File: src/rtl/mem_access_log_pkg.sv
// Shared core types for the memory-stage access tracer.
// Carries the MEM-stage control bundle and the access size encodings.
package mem_access_log_pkg;

  localparam logic [1:0] SIZE_B = 2'b00;
  localparam logic [1:0] SIZE_H = 2'b01;
  localparam logic [1:0] SIZE_W = 2'b10;
  localparam logic [1:0] SIZE_X = 2'b11;

  typedef struct packed {
    logic       memRead;
    logic       memWrite;
    logic [1:0] size;
    logic       sign;   // 0 signed, 1 unsigned
  } mem_ctrl_t;

endpackage

File: src/rtl/mem_access_decode.sv
// Combinational access decode: lanes touched, alignment and size legality, store-data mask.
// Zero latency; no flow control.
module mem_access_decode
  import mem_access_log_pkg::*;
(
  input  logic [1:0]  i_size,
  input  logic [1:0]  i_addr_lo,
  output logic [3:0]  o_byte_en,
  output logic        o_misaligned,
  output logic        o_bad_size,
  output logic [31:0] o_data_mask
);

  always_comb begin
    o_byte_en    = 4'b0000;
    o_misaligned = 1'b0;
    o_bad_size   = 1'b0;
    o_data_mask  = 32'hFFFF_FFFF;
    case (i_size)
      SIZE_B: begin
        o_byte_en   = 4'b0001 << i_addr_lo;
        o_data_mask = 32'h0000_00FF;
      end
      SIZE_H: begin
        o_byte_en    = 4'b0011 << {i_addr_lo[1], 1'b0};
        o_misaligned = i_addr_lo[0];
        o_data_mask  = 32'h0000_FFFF;
      end
      SIZE_W: begin
        o_byte_en    = 4'b1111;
        o_misaligned = (i_addr_lo != 2'b00);
      end
      // Illegal size: no lanes, store data passed through unmasked.
      default: o_bad_size = 1'b1;
    endcase
  end

endmodule

File: src/rtl/mem_access_log.sv
// Snoops MEM-stage loads/stores into a one-entry pending slot and emits a log record when WB advances.
// Record appears the cycle after the emitting edge; no backpressure, an unemitted slot is overwritten and flagged.
module mem_access_log
  import mem_access_log_pkg::*;
#(
  parameter int CNT_W    = 32,
  parameter bit PRINT_EN = 1'b1
) (
  input  logic             i_clk,
  input  logic             i_reset,
  input  logic             en_MEM,
  input  logic             en_WB,
  input  logic [31:0]      i_memAddr,
  input  logic [31:0]      i_writeData,
  input  mem_ctrl_t        i_ctrlMEM,
  input  logic [31:0]      i_readData,
  output logic             o_logValid,
  output logic             o_logIsWrite,
  output logic [31:0]      o_logAddr,
  output logic [31:0]      o_logData,
  output logic [1:0]       o_logSize,
  output logic             o_logUnsigned,
  output logic [3:0]       o_logByteEn,
  output logic             o_logMisaligned,
  output logic             o_logBadSize,
  output logic             o_overrun,
  output logic [CNT_W-1:0] o_loadCount,
  output logic [CNT_W-1:0] o_storeCount
);

  logic        slot_full_q, slot_full_d;
  logic [31:0] slot_addr_q, slot_addr_d;
  logic [31:0] slot_wdata_q, slot_wdata_d;
  logic [1:0]  slot_size_q, slot_size_d;
  logic        slot_sign_q, slot_sign_d;
  logic        slot_wr_q, slot_wr_d;

  logic             log_valid_q, log_valid_d;
  logic             log_wr_q, log_wr_d;
  logic [31:0]      log_addr_q, log_addr_d;
  logic [31:0]      log_data_q, log_data_d;
  logic [1:0]       log_size_q, log_size_d;
  logic             log_uns_q, log_uns_d;
  logic [3:0]       log_be_q, log_be_d;
  logic             log_mis_q, log_mis_d;
  logic             log_bad_q, log_bad_d;
  logic             overrun_q, overrun_d;
  logic [CNT_W-1:0] load_cnt_q, load_cnt_d;
  logic [CNT_W-1:0] store_cnt_q, store_cnt_d;

  logic        capture, emit;
  logic [3:0]  dec_be;
  logic        dec_mis, dec_bad;
  logic [31:0] dec_mask;

  // Decode runs on the pending slot so the record reflects what was captured.
  mem_access_decode u_decode (
    .i_size       (slot_size_q),
    .i_addr_lo    (slot_addr_q[1:0]),
    .o_byte_en    (dec_be),
    .o_misaligned (dec_mis),
    .o_bad_size   (dec_bad),
    .o_data_mask  (dec_mask)
  );

  always_comb begin
    capture      = en_MEM & (i_ctrlMEM.memRead | i_ctrlMEM.memWrite);
    emit         = en_WB & slot_full_q;

    slot_full_d  = slot_full_q;
    slot_addr_d  = slot_addr_q;
    slot_wdata_d = slot_wdata_q;
    slot_size_d  = slot_size_q;
    slot_sign_d  = slot_sign_q;
    slot_wr_d    = slot_wr_q;
    log_valid_d  = emit;
    log_wr_d     = log_wr_q;
    log_addr_d   = log_addr_q;
    log_data_d   = log_data_q;
    log_size_d   = log_size_q;
    log_uns_d    = log_uns_q;
    log_be_d     = log_be_q;
    log_mis_d    = log_mis_q;
    log_bad_d    = log_bad_q;
    overrun_d    = overrun_q | (capture & slot_full_q & ~emit);
    load_cnt_d   = load_cnt_q;
    store_cnt_d  = store_cnt_q;

    if (emit) begin
      log_wr_d   = slot_wr_q;
      log_addr_d = slot_addr_q;
      log_data_d = slot_wr_q ? (slot_wdata_q & dec_mask) : i_readData;
      log_size_d = slot_size_q;
      log_uns_d  = slot_sign_q;
      log_be_d   = dec_be;
      log_mis_d  = dec_mis;
      log_bad_d  = dec_bad;
      if (slot_wr_q) store_cnt_d = store_cnt_q + CNT_W'(1);
      else           load_cnt_d  = load_cnt_q + CNT_W'(1);
      slot_full_d = 1'b0;
    end

    // A capture on the emit edge refills the slot after the old record has left.
    if (capture) begin
      slot_full_d  = 1'b1;
      slot_addr_d  = i_memAddr;
      slot_wdata_d = i_writeData;
      slot_size_d  = i_ctrlMEM.size;
      slot_sign_d  = i_ctrlMEM.sign;
      slot_wr_d    = i_ctrlMEM.memWrite;
    end
  end

  always_ff @(posedge i_clk) begin
    if (i_reset) begin
      slot_full_q  <= 1'b0;
      slot_addr_q  <= '0;
      slot_wdata_q <= '0;
      slot_size_q  <= '0;
      slot_sign_q  <= 1'b0;
      slot_wr_q    <= 1'b0;
      log_valid_q  <= 1'b0;
      log_wr_q     <= 1'b0;
      log_addr_q   <= '0;
      log_data_q   <= '0;
      log_size_q   <= '0;
      log_uns_q    <= 1'b0;
      log_be_q     <= '0;
      log_mis_q    <= 1'b0;
      log_bad_q    <= 1'b0;
      overrun_q    <= 1'b0;
      load_cnt_q   <= '0;
      store_cnt_q  <= '0;
    end else begin
      slot_full_q  <= slot_full_d;
      slot_addr_q  <= slot_addr_d;
      slot_wdata_q <= slot_wdata_d;
      slot_size_q  <= slot_size_d;
      slot_sign_q  <= slot_sign_d;
      slot_wr_q    <= slot_wr_d;
      log_valid_q  <= log_valid_d;
      log_wr_q     <= log_wr_d;
      log_addr_q   <= log_addr_d;
      log_data_q   <= log_data_d;
      log_size_q   <= log_size_d;
      log_uns_q    <= log_uns_d;
      log_be_q     <= log_be_d;
      log_mis_q    <= log_mis_d;
      log_bad_q    <= log_bad_d;
      overrun_q    <= overrun_d;
      load_cnt_q   <= load_cnt_d;
      store_cnt_q  <= store_cnt_d;
    end
  end

  assign o_logValid      = log_valid_q;
  assign o_logIsWrite    = log_wr_q;
  assign o_logAddr       = log_addr_q;
  assign o_logData       = log_data_q;
  assign o_logSize       = log_size_q;
  assign o_logUnsigned   = log_uns_q;
  assign o_logByteEn     = log_be_q;
  assign o_logMisaligned = log_mis_q;
  assign o_logBadSize    = log_bad_q;
  assign o_overrun       = overrun_q;
  assign o_loadCount     = load_cnt_q;
  assign o_storeCount    = store_cnt_q;

  generate
    if (PRINT_EN) begin : g_print
`ifdef SIMULATION
      always @(posedge i_clk) begin
        if (log_valid_q)
          $display("MEM %s addr=%08h data=%08h size=%0d",
                   log_wr_q ? "W" : "R", log_addr_q, log_data_q, log_size_q);
      end
`endif
    end
  endgenerate

endmodule

File: config.mk
export PLATFORM = sky130hd
export DESIGN_NAME = mem_access_log
export DESIGN_NICKNAME = d
export VERILOG_FILES = /design/src/rtl/mem_access_log_pkg.sv /design/src/rtl/mem_access_decode.sv /design/src/rtl/mem_access_log.sv
export SDC_FILE = /design/constraint.sdc
export NUM_CORES = 1
export LEC_CHECK = 0
export ABC_AREA = 1
export BUFFER_PORTS_ARGS = -buffer_cell sky130_fd_sc_hd__buf_2
export CORE_AREA = 3 3 152 154
export DETAILED_ROUTE_END_ITERATION = 10
export DIE_AREA = 0 0 155 157
export SYNTH_ARGS = -nofsm -noshare
export SYNTH_HDL_FRONTEND = slang
export SYNTH_SLANG_ARGS = --single-unit
File: constraint.sdc
create_clock -name i_clk -period 2.83 [get_ports i_clk]
set_input_delay 0.566 -clock i_clk [delete_from_list [all_inputs] [get_ports i_clk]]
set_output_delay 0.566 -clock i_clk [all_outputs]
set_load 0.005 [all_outputs]
Yosys cells after proc, flatten, opt, wreduce, memory -nomap -nowiden
Index checks and enable logic that the tools add are counted.
{ "op_classes": {"eq_ne": 2, "addsub": 2, "shifts": 2, "muxes": 7, "n_bitwise": 9, "reduce_logical": 6} }
{ "ops": {"columns": ["op", "count"], "rows": [
  ["$add 32x1->32 const B", 2],
  ["$pmux 32 s2", 1],
  ["$and 32x32->32", 1],
  ["$mux 32", 1],
  ["$pmux 4 s3", 1],
  ["$and 1x1->1", 4],
  ["$reduce_and 2->1", 2],
  ["$reduce_bool 2->1", 2],
  ["$shl 1x2->4 const A", 1],
  ["$shl 2x2->4 const A", 1],
  ["$mux 1", 3],
  ["$reduce_or 3->1", 1],
  ["$eq 2x1->1 const B", 1],
  ["$eq 2x2->1 const B", 1],
  ["$logic_not 2->1", 1],
  ["$not 1->1", 2],
  ["$or 1x1->1", 2],
  ["$pmux 1 s2", 1]
]} }
{ "word_totals": {"elab_cells": 46, "output_inout_bits": 140, "in_bits": 105, "ff_bits": 209} }

Longest topological paths before layout
{ "logic_depth": {"ltp_word": 5, "depth_mapped": 10, "depth_no_buf": 10} }

Modules after synthesis
From an unflattened synthesis, not the netlist that was laid out.
{ "hier_totals": {"hier_cells": 1267, "area_unflattened_um2": 8996.1} }
{ "modules_own_cells": {"columns": ["module", "seq_area_each_um2", "instances", "cells_per_inst", "area_per_inst_um2"], "rows": [
  ["mem_access_log", 4184.0, 1, 1211, 8600.7],
  ["mem_access_decode", 0.0, 1, 56, 395.4]
]} }

Least setup slack after synthesis
No wires, ideal clock.
{ "synth_timing": {"path_kind": "in2reg", "startpoint": "in i_ctrlMEM[3] in the netlist's numbering", "endpoint": "reg slot_addr_q[27]", "path_buffers": 2, "slack_ns": 1.254, "arrival_ns": 1.512, "path_stages": 5, "setup_time_ns": 0.065, "path_cell_list": "o21ai_0 > clkbuf_1 > clkbuf_1 > o21ai_0 > nor2_1"} }
{ "synth_via": {"elab_chain_len": 2} }
{ "synth_rtl": {"columns": ["item", "line_no", "source"], "rows": [
  ["start: declaration", "mem_access_log.sv:15", "input mem_ctrl_t i_ctrlMEM,"],
  ["$or 1x1->1", "mem_access_log.sv:67", "capture = en_MEM & (i_ctrlMEM.memRead | i_ctrlMEM.memWrite);"],
  ["$and 1x1->1", "mem_access_log.sv:67", null],
  ["end signal: assignment", "mem_access_log.sv:136", "slot_addr_q <= slot_addr_d;"],
  ["end: declaration", "mem_access_log.sv:32", "logic [31:0] slot_addr_q, slot_addr_d;"]
]} }
No other way between the ends.
A chain may end at the register's enable or synchronous reset.

Final worst setup path
{ "layout_timing": {"startpoint": "reg slot_full_q", "endpoint": "reg store_cnt_q[19] (netlist: o_storeCount[19])"} }
{ "layout_via": {"elab_chain_len": 2} }
{ "layout_rtl": {"columns": ["item", "line_no", "source"], "rows": [
  ["start: declaration", "mem_access_log.sv:31", "logic slot_full_q, slot_full_d;"],
  ["start signal: assignment", "mem_access_log.sv:135", "slot_full_q <= slot_full_d;"],
  ["$and 1x1->1", "mem_access_log.sv:68", "emit = en_WB & slot_full_q;"],
  ["$reduce_and 2->1 (no source line)", null, null],
  ["end signal: assignment", "mem_access_log.sv:152", "store_cnt_q <= store_cnt_d;"],
  ["end: declaration", "mem_access_log.sv:49", "logic [CNT_W-1:0] store_cnt_q, store_cnt_d;"]
]} }
No other way between the ends.

==> results.tsv <==
stage	metric	value	unit
setup_path	CP max FO	12	
detailed_routing	DRC	0	
yosys	top cells by count, synth	nor2_1 (294), nand2_1 (241), dfxtp_1 (209)	
yosys	#FFs+latches synth	209	
detailed_routing	DR iter-0 viols	339	
sta	Tmin final	1.91	ns
sta	Pins Over Slew Limit	0	
placement	pre-CTS setup slack	0.649	ns
finish	proportion of layout cells with a drive suffix above 1	0.226	
power	P_leak	4.88	nW
finish	area of the multi-input gates	4020	sq um
sta	crit share post-route	0.674	
detailed_routing	WL per Instance	14.2	microns
global_routing	total track usage	0.195	
power	Max VDD drop	0.000400	V
yosys	Yosys warnings	0	
power	pwr dens	627	nW/um^2
floorplanning	Horiz. Die Dim	155	microns
floorplanning	boundary pin count	245	
sta	Slew @ Worst Pin	0.781	ns
global_routing	Remaining Overflow, GRT	0	
detailed_routing	Post-Route WL	24600	microns
detailed_routing	number of antenna-violating nets in the routed design	0	
yosys	syn_nets	1319	
cts	Post-CTS Setup Repair Bufs	0	
detailed_routing	routed via count	8317	
cts	CTS clk-pin slew, worst paths	0.06	ns
yosys	most common cell in the netlist	nor2_1	
run	max cap viols	0	
setup_path	CP Launch Type	flip-flop	
floorplanning	# rows	54	
sta	relative slew slack	0.479	
floorplanning	CORE AREA	21800	sq um
placement	post-detail-place hpwl	17200	microns
floorplanning	Die Height	157	microns
finish	Seq. cell area	4180	sq um
yosys	Syn Inst Count	1206	
cts	clk sinks	209	
yosys	share of synthesized flip-flops with an asynchronous set or reset	0	
cts	Post-CTS Hold Buffers	0	
detailed_routing	Via density	4.80	
cts	Clock Latency Late Sink	0.51	ns
cts	H-tree Lvls	1	
global_routing	global-route wire length before repair	39400	microns
hold_path	Worst Hold Depth	3	
cts	root buffer cell	clkbuf_16	
floorplanning	die area	24300	sq um
detailed_routing	DRT Pass-1 Iters	4	
sta	unrepaired setup endpoints after global routing	false	
hold_path	Worst Hold Class	in -> reg	
yosys	register area share after synthesis	0.481	
setup_path	CP Capture Type	flip-flop	
floorplanning	Initial Util	0.399	
cts	Max Buffers Root-to-Sink	3	
global_routing	vias in the first global route	7929	
setup_path	R2R depth	10	
global_routing	antenna violations before repair	3	
status	status	complete, no violations	
yosys	syn_area_per_cell	7.21	sq um
sta	setup TNS	0	ns
sta	Setup violations, final	0	
sta	Max Fclk	524	MHz
yosys	main flop type after synthesis	dfxtp_1	
sta	Max Clock Skew	0.0182	ns
finish	Fill cells	2264	
finish	fin nets	1547	
setup_path	kind of critical path	reg -> reg	
setup_path	critical path data arrival time	2.32	ns
cts	CTS tree	yes	
yosys	ranking of synthesized cells by area	dfxtp_1 (48%), nor2_1 (13%), nand2_1 (10%), o21ai_0 (7.5%), inv_1 (3.1%)	
placement	number of buffers added on ports	244	
cts	TritonCTS Buffers	24	
yosys	Yosys top cell area share	0.481	
setup_path	worst path required time	3.24	ns
yosys	post-synth cell types	36	
finish	area grow syn2layout	26.5	%
cts	post-CTS sizing	0	
global_routing	largest net degree at the start of global routing	75	
sta	final setup margin	0.921	ns
yosys	dominant cell type by area after synthesis	dfxtp_1	
yosys	Post-Syn Area	8700	sq um
yosys	Post-synth EDFFs	0	
placement	GP Congestion	0.830	
sta	Final Hold Viols	0	
[worst max-delay path: stages, from the launching register on]
cell and delay [ns]:
dfxtp_1 0.48, nand2_2 0.27, nor2_2 0.14, buf_4 0.18
nand2_1 0.11, nor2_4 0.15, nand2_2 0.10, nor2_4 0.15
nand3_1 0.09, nand2_1 0.08, nor2_1 0.04
[sequential cells by signal (all words and copies together) (netlist names), 2 cells and up]
register	flops
o_logSize	2
slot_wdata_q	32
o_storeCount	32
o_loadCount	32
slot_addr_q	32
o_logData	32
o_logByteEn	4
o_logAddr	32
slot_size_q	2
[per-stage QoR]
step	cells	cell area (sq um)	util	power, mW	hold WS [ns]
floorplan	1206	8700	-	3.47	0.450
global placement	1688	10200	0.466	3.68	0.453
detailed placement	1688	10200	0.466	3.69	0.452
CTS	1729	11000	0.504	6.99	0.283
global route	1731	11000	0.505	7.20	0.300
finish	1731	11000	0.505	6.91	0.295
[final timing paths]
kind / startpoint / end / slack [ns]
worst max-delay path: slot_full_q / o_storeCount[19] / 0.92
worst min-delay path: i_memAddr[11] / slot_addr_q[11] / 0.30
worst max register to register: slot_full_q / o_storeCount[19] / 0.92
worst min register to register: o_logIsWrite / o_logIsWrite / 0.46
[report_power, final]
part | switching, mW | total (mW) | internal, mW
Clock | 1.22 | 3.29 | 2.07
Combinational | 0.286 | 0.481 | 0.195
Sequential | 0.0681 | 3.13 | 3.07
[cell usage in the layout, fill, tap and decap left out, types with 2 or more instances in the layout]
cell	Yosys	final
nor2_1	294	294
buf_2	10	244
nand2_1	241	241
dfxtp_1	209	209
o21ai_0	130	129
inv_1	73	72
a21oi_1	51	51
a31oi_1	34	34
nand3_1	34	34
clkbuf_16	0	25
nand4_1	14	14
nor3_1	13	13
buf_4	2	11
nor2_2	10	10
ha_1	8	8
xor2_1	6	6
nor2_4	5	5
nand2_2	4	4
clkbuf_1	40	4
clkbuf_8	0	4
bufinv_16	0	4
inv_2	3	3
nor2_8	3	3
o21a_1	3	3
clkinv_2	0	3
diode_2	0	2
nand3_4	2	2
o21bai_1	2	2
and3_1	2	2
[kinds of logic (layout without fill, tap and decap cells)]
group	after synthesis	after routing	share of synthesized area
AOI/OAI and AO/OA	222	222	0.134
buffers and inverters	130	373	0.0584
adders and majority gates	8	8	0.0115
DFF	209	209	0.481
and+or+nand+nor	630	630	0.308
xor gates and xnor gates	7	7	0.00705
other	0	2	0
[area by class of cell]
cell class	instances	share of cell area
Multi-Input combinational cell	867	0.365
Clock buffer	33	0.0632
Timing Repair Buffer	256	0.120
Antenna cell	2	0.000455
Tap cell	280	0.0318
Clock inverter	8	0.0131
Inverter	76	0.0261
Sequential cell	209	0.380
[metal layers]
layer	share of wire	up-vias	wire length (microns)	GRT usage
met5	0.00028	-	7	0
met4	0.018	2	438	0.0416
met1	0.45	3704	11100	0.252
li1	-	4355	-	-
met3	0.075	37	1840	0.0487
met2	0.46	219	11200	0.332
(Power assumes the default switching activity.)
